[config.mk]
export PLATFORM = sky130hd
export DESIGN_NAME = ram64_arbiter
export DESIGN_NICKNAME = d
export VERILOG_FILES = /design/src/rtl/ram64_arbiter_pkg.sv /design/src/rtl/ram64_arbiter_rr_arb2.sv /design/src/rtl/ram64_arbiter.sv
export SDC_FILE = /design/constraint.sdc
export NUM_CORES = 1
export LEC_CHECK = 0
export ABC_AREA = 1
export BUFFER_PORTS_ARGS = -buffer_cell sky130_fd_sc_hd__buf_2
export CORE_ASPECT_RATIO = 1.75
export CORE_MARGIN = 5
export CORE_UTILIZATION = 35
export CTS_CLUSTER_DIAMETER = 200
export DETAILED_ROUTE_END_ITERATION = 6
export GPL_TIMING_DRIVEN = 0
export MAX_ROUTING_LAYER = met4
export PLACE_DENSITY_LB_ADDON = 0.3
export SYNTH_ARGS = -nofsm -noshare
export SYNTH_HDL_FRONTEND = slang
export SYNTH_HIERARCHICAL = 1
export SYNTH_SLANG_ARGS = --single-unit
[constraint.sdc]
create_clock -name clk -period 2.02 [get_ports clk]
set_clock_uncertainty 0.2 [all_clocks]
set_input_delay 0.202 -clock clk [delete_from_list [all_inputs] [get_ports clk]]
set_output_delay 0.202 -clock clk [all_outputs]
set_load 0.01 [all_outputs]
[src/rtl/ram64_arbiter_pkg.sv]
// Shared types and defaults for the RAM64 sequencer / two-port arbiter.
package ram64_arbiter_pkg;

  localparam int DATA_W_DEF = 16;
  localparam int ADDR_W_DEF = 6;

  typedef enum logic [1:0] {
    ST_CLEAR = 2'd0,
    ST_IDLE  = 2'd1,
    ST_SERVE = 2'd2
  } state_t;

  typedef enum logic {
    GNT_A = 1'b0,
    GNT_B = 1'b1
  } gnt_t;

endpackage

[src/rtl/ram64_arbiter_rr_arb2.sv]
// Two-requester round-robin picker; remembers which side won last.
module rr_arb2
  import ram64_arbiter_pkg::*;
(
  input  logic clk,
  input  logic reset,
  input  logic elig_a,
  input  logic elig_b,
  input  logic advance,
  output logic gnt_a,
  output logic gnt_b
);

  gnt_t last_q, last_d;

  always_comb begin
    // On a tie the side opposite to the last winner goes first.
    gnt_a  = elig_a && (!elig_b || (last_q == GNT_B));
    gnt_b  = elig_b && (!elig_a || (last_q == GNT_A));
    last_d = last_q;
    if (advance && gnt_a) begin
      last_d = GNT_A;
    end else if (advance && gnt_b) begin
      last_d = GNT_B;
    end
  end

  always_ff @(posedge clk) begin
    if (reset) begin
      last_q <= GNT_B;
    end else begin
      last_q <= last_d;
    end
  end

endmodule

[src/rtl/ram64_arbiter.sv]
// Front-end for one RAM64: optional zero-fill after reset, then
// single-word req/ack accesses from ports A and B, round-robin arbitrated.
//
//   state    | meaning
//   ST_CLEAR | writing zero to address cnt_q, one word per cycle
//   ST_IDLE  | RAM untouched, picking an eligible requester
//   ST_SERVE | granted port drives the RAM; ack and rdata land at cycle end
module ram64_arbiter
  import ram64_arbiter_pkg::*;
#(
  parameter int DATA_W         = DATA_W_DEF,
  parameter int ADDR_W         = ADDR_W_DEF,
  parameter int CLEAR_ON_RESET = 1
) (
  input  logic              clk,
  input  logic              reset,
  input  logic              a_req,
  input  logic              a_we,
  input  logic [ADDR_W-1:0] a_addr,
  input  logic [DATA_W-1:0] a_wdata,
  output logic              a_ack,
  output logic [DATA_W-1:0] a_rdata,
  input  logic              b_req,
  input  logic              b_we,
  input  logic [ADDR_W-1:0] b_addr,
  input  logic [DATA_W-1:0] b_wdata,
  output logic              b_ack,
  output logic [DATA_W-1:0] b_rdata,
  output logic [DATA_W-1:0] ram_in,
  output logic [ADDR_W-1:0] ram_addr,
  output logic              ram_load,
  input  logic [DATA_W-1:0] ram_out,
  output logic              busy
);

  state_t            state_q, state_d;
  gnt_t              grant_q, grant_d;
  logic [ADDR_W-1:0] cnt_q, cnt_d;
  logic              a_ack_q, a_ack_d, b_ack_q, b_ack_d;
  logic [DATA_W-1:0] a_rdata_q, a_rdata_d, b_rdata_q, b_rdata_d;
  logic              busy_q, busy_d;
  logic              elig_a, elig_b, gnt_a, gnt_b, advance;

  // A port still showing its ack is skipped so a lingering req is not served twice.
  assign elig_a = a_req && !a_ack_q && (state_q == ST_IDLE);
  assign elig_b = b_req && !b_ack_q && (state_q == ST_IDLE);

  rr_arb2 u_rr_arb2 (
    .clk     (clk),
    .reset   (reset),
    .elig_a  (elig_a),
    .elig_b  (elig_b),
    .advance (advance),
    .gnt_a   (gnt_a),
    .gnt_b   (gnt_b)
  );

  always_comb begin
    state_d   = state_q;
    grant_d   = grant_q;
    cnt_d     = cnt_q;
    a_ack_d   = 1'b0;
    b_ack_d   = 1'b0;
    a_rdata_d = a_rdata_q;
    b_rdata_d = b_rdata_q;
    ram_in    = '0;
    ram_addr  = '0;
    ram_load  = 1'b0;
    advance   = 1'b0;
    case (state_q)
      ST_CLEAR: begin
        ram_load = 1'b1;
        ram_addr = cnt_q;
        cnt_d    = cnt_q + ADDR_W'(1);
        if (cnt_q == {ADDR_W{1'b1}}) begin
          state_d = ST_IDLE;
        end
      end
      ST_IDLE: begin
        if (gnt_a || gnt_b) begin
          advance = 1'b1;
          grant_d = gnt_a ? GNT_A : GNT_B;
          state_d = ST_SERVE;
        end
      end
      ST_SERVE: begin
        // ram_out is sampled before the write lands, so writes return the old word.
        if (grant_q == GNT_A) begin
          ram_addr  = a_addr;
          ram_in    = a_wdata;
          ram_load  = a_we;
          a_rdata_d = ram_out;
          a_ack_d   = 1'b1;
        end else begin
          ram_addr  = b_addr;
          ram_in    = b_wdata;
          ram_load  = b_we;
          b_rdata_d = ram_out;
          b_ack_d   = 1'b1;
        end
        state_d = ST_IDLE;
      end
      default: state_d = ST_IDLE;
    endcase
    busy_d = (state_d == ST_CLEAR);
  end

  always_ff @(posedge clk) begin
    if (reset) begin
      if (CLEAR_ON_RESET != 0) begin
        state_q <= ST_CLEAR;
        busy_q  <= 1'b1;
      end else begin
        state_q <= ST_IDLE;
        busy_q  <= 1'b0;
      end
      grant_q   <= GNT_A;
      cnt_q     <= '0;
      a_ack_q   <= 1'b0;
      b_ack_q   <= 1'b0;
      a_rdata_q <= '0;
      b_rdata_q <= '0;
    end else begin
      state_q   <= state_d;
      busy_q    <= busy_d;
      grant_q   <= grant_d;
      cnt_q     <= cnt_d;
      a_ack_q   <= a_ack_d;
      b_ack_q   <= b_ack_d;
      a_rdata_q <= a_rdata_d;
      b_rdata_q <= b_rdata_d;
    end
  end

  assign a_ack   = a_ack_q;
  assign b_ack   = b_ack_q;
  assign a_rdata = a_rdata_q;
  assign b_rdata = b_rdata_q;
  assign busy    = busy_q;

endmodule

==> flow_metrics.py, run 1 <==
metrics = {
    "synthesis": {
        "syn_inst": 300,
        "ys_warn_count": 6,
        "synth_edf_count": 0,
        "ys.flop_type": "dfxtp_1",
        "netlist_area_sq_um": 2010,
        "syn_nets": 367,
        "ys_ff_latch": 45,
        "yosysSeqAreaShare_pct": 44.9,
        "syn_area_per_cell_sq_um": 6.69,
        "async_flop_share_pct": 0,
        "synthDistinctLibCells": 24,
    },
    "power_and_ir_drop": {
        "ir_worst_vdd_mv": 0.560,
        "leakage_uw": 0.00169,
        "power_uw": 1730,
        "power_density_nw_per_um2": 570,
    },
    "hold_path": {
        "min_path_type": "in2reg",
    },
    "grt": {
        "grt_pass1_vias": 2249,
        "grt_overflow": 0,
        "grt_max_degree": 14,
        "grt_use_total_pct": 18.0,
        "grt_pass1_wl_um": 10000,
        "antenna_found_initial": 0,
    },
    "routing": {
        "dr.max_layer_used": "met4",
        "drc_errors": 0,
        "first_pass_iters": 4,
        "vias_per_cell": 4.45,
        "drt_iter0_drc": 109,
        "wl_per_cell_um": 12.2,
        "routed_wl_um": 6420,
        "wl_met2_um": 3350,
        "postRouteAntennaNets": 0,
        "met1_length_um": 2520,
        "met3_length_um": 429,
        "num_vias": 2338,
    },
    "die": {
        "core_sq_um": 5590,
        "num_rows": 36,
        "die_w_um": 67.2,
        "ioPinCount": 124,
        "die_y_um": 110,
        "start_util_pct": 35.9,
        "dieArea_sq_um": 7410,
    },
    "clock_tree": {
        "clk_latency_ns": 0.29,
        "clk_pin_slew_ns": 0.08,
        "cts.path.max_buffers": 2,
        "cts_max_level": 2,
        "root_buffer": "clkbuf_8",
        "cts_tree": "built",
        "cts_sinks": 45,
        "cts-buffers-inserted": 5,
    },
    "setup_path": {
        "cpPeakStageDelay_ns": 0.33,
        "worstPathRequired_ns": 1.62,
        "cp.buffers_inverters": 3,
        "crit_fanout": 10,
        "critPathTopFamily": "buffers and inverters",
        "worst_setup_path_end_kind": "output pin",
        "start_kind": "flip-flop",
        "path_class": "reg2out",
        "worst-endpoint-arrival_ns": 1.47,
        "crit_slowest_cell": "dfxtp_1",
        "crit_chain": "inv_2 > nand2_2 > nor2_4 > clkbuf_4 > nand2_1 > o211ai_1 > buf_2",
    },
    "layout": {
        "final_area_sq_um": 3040,
        "area_growth_pct": 51.3,
        "drive_gt1_share_pct": 34.5,
        "final_cell_mix": "126 x buf_2, 85 x nand2_1, 78 x nor2_1",
        "final_common_cell": "buf_2",
        "final_nets": 515,
        "antennaDiodeCount": 0,
    },
    "timing": {
        "period_needed_ns": 1.87,
        "hold_viol_final": 0,
        "tightestPinTransition_ns": 0.427,
        "layout_worst_path_cycle_share_pct": 92.5,
        "rsz0062_at_grt": "false",
        "setup_viol": 0,
        "timing.slew.headroom_pct": 71.5,
        "max_freq_mhz": 535,
        "maxSlewViolCount": 0,
    },
    "placed_design": {
        "gp_congestion": 0.820,
        "dp_hpwl_um": 4880,
        "place_area_sq_um": 2720,
        "portBuffers": 123,
    },
    "run": {
        "maxCapViolations": 0,
    },
    "run_status": {
        "status": "finished clean",
    },
}
[cell usage after synthesis (2+ instances only)]
library cell	number	area share (%)
o21ai_0	34	8.5
nor2_1	81	15
clkbuf_1	2	0.37
a21oi_1	3	0.75
nand2_1	85	16
inv_1	13	2.4
inv_2	2	0.37
buf_6	2	1.1
dfxtp_1	45	45
nand3_1	10	2.5
buf_4	4	1.5
nor2_4	2	1.1
buf_2	5	1.2
o211ai_1	2	0.75
[registers in the layout, indices dropped and copies added (netlist names)]
register and count:
busy 1, a_ack 1, u_rr_arb2/last_q 1, state_q 2, a_rdata 16, cnt_q 6
b_ack 1, grant_q 1, b_rdata 16
[through the flow]
step | instances | TNS [ns] | setup WS [ns] | hold WS, ns | utilization [%]
after global routing | 525 | 0 | 0.0157 | 0.137 | 54.4
after detailed placement | 499 | -0.0511 | -0.0511 | 0.250 | 48.7
after CTS | 524 | 0 | 0.0160 | 0.0841 | 53.8
final | 525 | 0 | 0.152 | 0.0933 | 54.4
after global placement | 499 | 0 | 0.0515 | 0.245 | 48.7
after floorplan | 300 | 0 | 0.267 | 0.0735 | -
[metal layers]
layer	vias up	GRT usage, %
li1	1235	-
met1	1018	19.6
met2	78	31.7
met3	7	2.94
met4	0	7.69
met5	-	-
[what timing repair did]
action | CTS | global route
endpoints found under the setup margin | 1 | 16
gates resized for setup | 1 | 11
hold buffers | 17 | 0
endpoints found under the hold margin | 36 | 0
pin swaps | 0 | 1
setup buffers | 0 | 1
[cell type report]
cell class,count,area (sq um)
fillers,564,2550
multi-input cells,226,971
flip-flops and latches,45,902
repair buffers,141,793
plain buffers,14,103
well taps,76,95.1
clock buffers,7,86.3
inverters,15,56.3
clock inverters,1,30.0
[path summary, 6_finish.rpt]
path / to / cells after the start / slack, ns / from
max reg2reg: u_rr_arb2/last_q$_SDFFE_PP1P_ / 10 / 0.21 / state_q[0]$_SDFF_PP0_
min: u_rr_arb2/last_q$_SDFFE_PP1P_ / 5 / 0.09 / b_req
min reg2reg: b_rdata[9]$_SDFFE_PP0P_ / 2 / 0.31 / b_rdata[9]$_SDFFE_PP0P_
max: ram_addr[4] / 7 / 0.15 / state_q[0]$_SDFF_PP0_
[worst reg2reg max path, cell delays in order (launching register included)]
cell      delay [ns]
dfxtp_1         0.36
inv_2           0.06
nor2_2          0.17
nand2_1         0.07
nor2_1          0.16
a21boi_2        0.22
nor2_1          0.09
nor2_2          0.17
nand2_1         0.07
nand2_1         0.06
nand3_1         0.07
[kinds of logic after synthesis]
| logic type | after synthesis | share of synthesized area, % |
|---|---|---|
| adder cells (fa/ha/maj) | 1 | 0.623 |
| buffers and inverters | 29 | 7.29 |
| AO/OA/AOI/OAI | 43 | 11.3 |
| AND/OR/NAND/NOR | 182 | 35.8 |
| flip-flops | 45 | 44.9 |
[power breakdown]
group	internal [uW]	switching, uW
Clock	403	296
Sequential	891	4.60
Combinational	80.3	54.5
Power figures use the tool's default switching activity.
==> run 2: changes to the inputs <==
--- a/config.mk
+++ b/config.mk
@@ -9,7 +9,7 @@
 export BUFFER_PORTS_ARGS = -buffer_cell sky130_fd_sc_hd__buf_2
 export CORE_ASPECT_RATIO = 1.75
 export CORE_MARGIN = 5
-export CORE_UTILIZATION = 35
+export CORE_UTILIZATION = 43
 export CTS_CLUSTER_DIAMETER = 200
 export DETAILED_ROUTE_END_ITERATION = 6
 export GPL_TIMING_DRIVEN = 0
==> flow_metrics.py, run 2 (synthesized netlist as in run 1, its figures left out) <==
metrics = {
    "die": {
        "num_rows": 33,
        "dieArea_sq_um": 6190,
        "die_y_um": 100,
        "ioPinCount": 124,
        "start_util_pct": 43.4,
        "core_sq_um": 4620,
        "die_w_um": 61.6,
    },
    "layout": {
        "final_area_sq_um": 3020,
        "area_growth_pct": 50.6,
        "final_cell_mix": "126 x buf_2, 85 x nand2_1, 79 x nor2_1",
        "fillers": 440,
        "final_nets": 518,
        "final_cells": 504,
        "final_common_cell": "buf_2",
        "antennaDiodeCount": 0,
        "drive_gt1_share_pct": 34.5,
    },
    "setup_path": {
        "crit_slowest_cell": "dfxtp_1",
        "worstPathRequired_ns": 1.62,
        "rrSetupSlack_ns": 0.22,
        "worst-endpoint-arrival_ns": 1.47,
        "reg2reg_from": "state_q[0]$_SDFF_PP0_",
        "cp.buffers_inverters": 4,
        "path_class": "reg2out",
        "crit_fanout": 10,
        "cpPeakStageDelay_ns": 0.33,
        "reg2regPathDepth": 10,
        "start_kind": "flip-flop",
        "timing.rr.end": "u_rr_arb2/last_q$_SDFFE_PP1P_",
        "critPathTopFamily": "buffers and inverters",
        "worst_setup_path_end_kind": "output pin",
        "crit_chain": "inv_2 > nand2_2 > nor2_4 > buf_6 > buf_6 > nand2_1 > nand2_1 > buf_2",
    },
    "clock_tree": {
        "cts_max_level": 2,
        "cts.path.max_buffers": 2,
        "clk_pin_slew_ns": 0.08,
        "cts_tree": "built",
        "cts_sinks": 45,
        "clk_latency_ns": 0.30,
        "root_buffer": "clkbuf_8",
        "cts-buffers-inserted": 5,
    },
    "routing": {
        "drc_errors": 0,
        "postRouteAntennaNets": 0,
        "first_pass_iters": 4,
        "drt_iter0_drc": 60,
        "num_vias": 2364,
        "routed_wl_um": 6120,
        "wl_per_cell_um": 12.1,
        "vias_per_cell": 4.69,
    },
    "timing": {
        "holdWs_ns": 0.0937,
        "maxSlewViolCount": 0,
        "tightestPinTransition_ns": 0.411,
        "timing.slew.headroom_pct": 72.6,
        "max_freq_mhz": 534,
        "tns_ns": 0,
        "hold_viol_final": 0,
        "setup_viol": 0,
        "period_needed_ns": 1.87,
        "layout_worst_path_cycle_share_pct": 92.7,
    },
    "hold_path": {
        "min_to": "u_rr_arb2/last_q$_SDFFE_PP1P_",
        "hold_start": "a_req",
        "min_path_type": "in2reg",
        "worstHoldPathCells": 6,
    },
    "grt": {
        "grt_max_degree": 14,
        "grt_overflow": 0,
        "grt_pass1_wl_um": 9450,
        "antenna_found_initial": 0,
        "grt_pass1_vias": 2185,
        "grt_use_total_pct": 20.5,
    },
    "power_and_ir_drop": {
        "ir_worst_vdd_mv": 0.494,
        "leakage_uw": 0.00170,
        "power_density_nw_per_um2": 573,
    },
    "placed_design": {
        "place_area_sq_um": 2690,
        "portBuffers": 123,
        "gp_congestion": 0.813,
        "post-place-cells": 475,
        "dp_hpwl_um": 4580,
    },
    "run_status": {
        "status": "finished clean",
    },
    "run": {
        "maxCapViolations": 0,
    },
}
-- run 2: cell count changes in the layout (fill, tap and decap cells not counted) --
cell      before  now
nor2_1        78   79
a21boi_2       1    0
nor2_2         4    3
a21boi_1       1    2
clkbuf_4       1    0
buf_4          4    8
-- run 2: layer usage --
layer / wire length [um] / GRT usage, % / vias to the layer above
li1: - / - / 1244
met1: 2220 / 21.6 / 1042
met2: 3370 / 36.5 / 68
met3: 392 / 2.96 / 10
met4: 138 / 8.33 / 0
met5: 0 / - / -
-- run 2: repair_timing --
item,4_1_cts,5_1_grt
buffers inserted,0,4
endpoints found under the setup margin,0,16
hold buffers,17,0
hold endpoints to repair,37,0
resized for setup,0,11
-- run 2: how the worst max path moves through the flow --
stage	from	slack (ns)	to	cells past startpoint
after floorplan	state_q[0]$_SDFF_PP0_	0.27	u_rr_arb2/last_q$_SDFFE_PP1P_	10
after global placement	state_q[0]$_SDFF_PP0_	0.08	u_rr_arb2/last_q$_SDFFE_PP1P_	10
after detailed placement	state_q[0]$_SDFF_PP0_	0.06	u_rr_arb2/last_q$_SDFFE_PP1P_	10
after CTS	state_q[0]$_SDFF_PP0_	0.03	u_rr_arb2/last_q$_SDFFE_PP1P_	10
after global routing	state_q[0]$_SDFF_PP0_	-0.002	ram_in[7]	8
final	state_q[0]$_SDFF_PP0_	0.15	ram_in[8]	8
-- run 2: area by class of cell --
cell class | count | area, sq um | share of cell area [%]
Multi-Input combinational cell | 226 | 965 | 31.9
Sequential cell | 45 | 902 | 29.8
Timing Repair Buffer | 144 | 816 | 27.0
Buffer | 14 | 103 | 3.39
Clock buffer | 7 | 86.3 | 2.86
Tap cell | 52 | 65.1 | 2.15
Inverter | 15 | 56.3 | 1.86
Clock inverter | 1 | 30.0 | 0.993
-- run 2: power by group --
group | leakage [uW] | total [uW] | internal, uW | switching, uW
logic | 0.00128 | 134 | 80.3 | 53.4
clock network | 0.0000585 | 704 | 403 | 301
registers | 0.000364 | 895 | 891 | 4.44
total | 0.00170 | 1730 | 1370 | 359
-- run 2: per-stage QoR --
step / setup WS, ns / utilization (%) / power [uW]
after CTS: 0.0332 / 64.3 / 1750
after floorplan: 0.267 / - / 945
final: 0.147 / 65.4 / 1730
after global placement: 0.0847 / 58.1 / 1020
after detailed placement: 0.0557 / 58.1 / 1020
after global routing: -0.00166 / 65.4 / 1790
-- run 2: worst reg2reg max path, cell delays in order, from the launching register on --
cell,delay [ns]
dfxtp_1,0.36
inv_2,0.06
nor2_2,0.16
nand2_1,0.07
nor2_1,0.17
a21boi_1,0.24
nor2_1,0.10
nor2_2,0.15
nand2_1,0.07
nand2_1,0.06
nand3_1,0.06
==> run 3: changes to the inputs <==
--- a/config.mk
+++ b/config.mk
@@ -6,10 +6,10 @@
 export NUM_CORES = 1
 export LEC_CHECK = 0
 export ABC_AREA = 1
-export BUFFER_PORTS_ARGS = -buffer_cell sky130_fd_sc_hd__buf_2
+export BUFFER_PORTS_ARGS = -buffer_cell sky130_fd_sc_hd__buf_4
 export CORE_ASPECT_RATIO = 1.75
-export CORE_MARGIN = 5
-export CORE_UTILIZATION = 43
+export CORE_MARGIN = 2
+export CORE_UTILIZATION = 35
 export CTS_CLUSTER_DIAMETER = 200
 export DETAILED_ROUTE_END_ITERATION = 6
 export GPL_TIMING_DRIVEN = 0
==> flow_metrics.py, run 3 (synthesized netlist as in run 1, its figures left out) <==
metrics = {
    "layout": {
        "final_cells": 525,
        "antennaDiodeCount": 0,
        "final_nets": 515,
        "final_core_util_pct": 60.7,
        "final_area_sq_um": 3360,
        "final_cell_mix": "126 x buf_4, 85 x nand2_1, 79 x nor2_1",
        "final_common_cell": "buf_4",
        "drive_gt1_share_pct": 34.3,
        "area_growth_pct": 67.6,
    },
    "placed_design": {
        "gp_congestion": 0.734,
        "portBuffers": 123,
        "post-place-cells": 499,
        "dp_hpwl_um": 4730,
        "place_area_sq_um": 3030,
    },
    "run": {
        "maxCapViolations": 0,
    },
    "power_and_ir_drop": {
        "leakage_uw": 0.00175,
        "power_density_nw_per_um2": 558,
        "ir_worst_vdd_mv": 0.538,
        "power_uw": 1880,
    },
    "setup_path": {
        "worst_setup_path_end_kind": "output pin",
        "worst-endpoint-arrival_ns": 1.51,
        "crit_chain": "inv_2 > nand2_2 > nor2_4 > buf_6 > buf_6 > nand2_1 > nand2_1 > buf_4",
        "reg2reg_from": "state_q[0]$_SDFF_PP0_",
        "crit_slowest_cell": "dfxtp_1",
        "timing.rr.end": "u_rr_arb2/last_q$_SDFFE_PP1P_",
        "worstPathRequired_ns": 1.62,
        "cpPeakStageDelay_ns": 0.34,
        "reg2regPathDepth": 10,
        "rrSetupSlack_ns": 0.16,
        "crit_fanout": 10,
        "path_class": "reg2out",
        "start_kind": "flip-flop",
    },
    "timing": {
        "max_freq_mhz": 524,
        "period_needed_ns": 1.91,
        "rsz0062_at_grt": "true",
        "hold_viol_final": 0,
        "setup_viol": 0,
        "timing.slew.headroom_pct": 72.2,
        "tightestPinTransition_ns": 0.416,
        "layout_worst_path_cycle_share_pct": 94.5,
        "holdWs_ns": 0.0903,
        "maxSlewViolCount": 0,
    },
    "grt": {
        "grt_pass1_vias": 2259,
        "grt_use_total_pct": 20.7,
        "grt_pass1_wl_um": 9860,
        "grt_max_degree": 15,
        "grt_overflow": 0,
        "antenna_found_initial": 0,
    },
    "die": {
        "start_util_pct": 36.2,
        "num_rows": 36,
        "die_w_um": 61.2,
        "core_sq_um": 5540,
        "ioPinCount": 124,
        "dieArea_sq_um": 6380,
        "die_y_um": 104,
    },
    "clock_tree": {
        "cts-buffers-inserted": 5,
        "cts_tree": "built",
        "cts_sinks": 45,
        "clk_pin_slew_ns": 0.08,
        "cts.path.max_buffers": 2,
        "cts_max_level": 2,
        "clk_latency_ns": 0.30,
        "root_buffer": "clkbuf_8",
    },
    "routing": {
        "wl_per_cell_um": 12.1,
        "first_pass_iters": 4,
        "drc_errors": 0,
        "num_vias": 2374,
        "postRouteAntennaNets": 0,
        "vias_per_cell": 4.52,
        "drt_iter0_drc": 80,
        "routed_wl_um": 6350,
    },
    "hold_path": {
        "worstHoldPathCells": 6,
        "hold_start": "a_req",
        "min_to": "u_rr_arb2/last_q$_SDFFE_PP1P_",
        "min_path_type": "in2reg",
    },
    "run_status": {
        "status": "finished clean",
    },
}
[run 3: worst max path at each step]
stage / to / slack, ns / start
after floorplan: u_rr_arb2/last_q$_SDFFE_PP1P_ / 0.27 / state_q[0]$_SDFF_PP0_
after global placement: u_rr_arb2/last_q$_SDFFE_PP1P_ / 0.05 / state_q[0]$_SDFF_PP0_
after detailed placement: u_rr_arb2/last_q$_SDFFE_PP1P_ / -0.03 / state_q[0]$_SDFF_PP0_
after CTS: ram_in[6] / 0.03 / state_q[0]$_SDFF_PP0_
after global routing: u_rr_arb2/last_q$_SDFFE_PP1P_ / -0.03 / state_q[0]$_SDFF_PP0_
final: ram_in[6] / 0.11 / state_q[0]$_SDFF_PP0_
[run 3: what timing repair did]
item,4_1_cts,5_1_grt
buffers inserted,0,1
hold endpoints to repair,37,0
pin swaps,0,1
gates resized for setup,1,12
endpoints found under the setup margin,1,16
hold buffers,17,0
[run 3: critical path, delay by kind of cell, from the launching register on]
family / cells / cell delay, ns
simple gates: 4 / 0.37
flops: 1 / 0.34
buf+inv: 4 / 0.50
[run 3: routing by layer]
metal | share of wire (%) | GRT usage, % | vias up | routed length (um)
met4 | 1.8 | 7.61 | 0 | 112
li1 | - | - | 1232 | -
met3 | 5.6 | 2.49 | 9 | 356
met2 | 55 | 37.7 | 77 | 3480
met1 | 38 | 21.1 | 1056 | 2400
met5 | 0 | - | - | 0
[run 3: power breakdown]
part / internal, uW / total, uW / switching [uW]
registers: 891 / 896 / 4.68
logic: 117 / 173 / 55.6
clock network: 491 / 808 / 317
total: 1500 / 1880 / 377
[run 3: final cells by class]
type | instances | area (sq um)
Buffer | 14 | 110
Multi-Input combinational cell | 226 | 965
Sequential cell | 45 | 902
Tap cell | 76 | 95.1
Fill cell | 552 | 2180
Timing Repair Buffer | 141 | 1100
Clock inverter | 3 | 65.1
Inverter | 15 | 56.3
Clock buffer | 5 | 68.8
[run 3: metrics by stage]
step	setup TNS (ns)	worst slack [ns]
2_1_floorplan	0	0.267
3_3_place_gp	0	0.0478
3_5_place_dp	-0.0305	-0.0305
4_1_cts	0	0.0294
5_1_grt	-0.0260	-0.0260
6_report	0	0.111
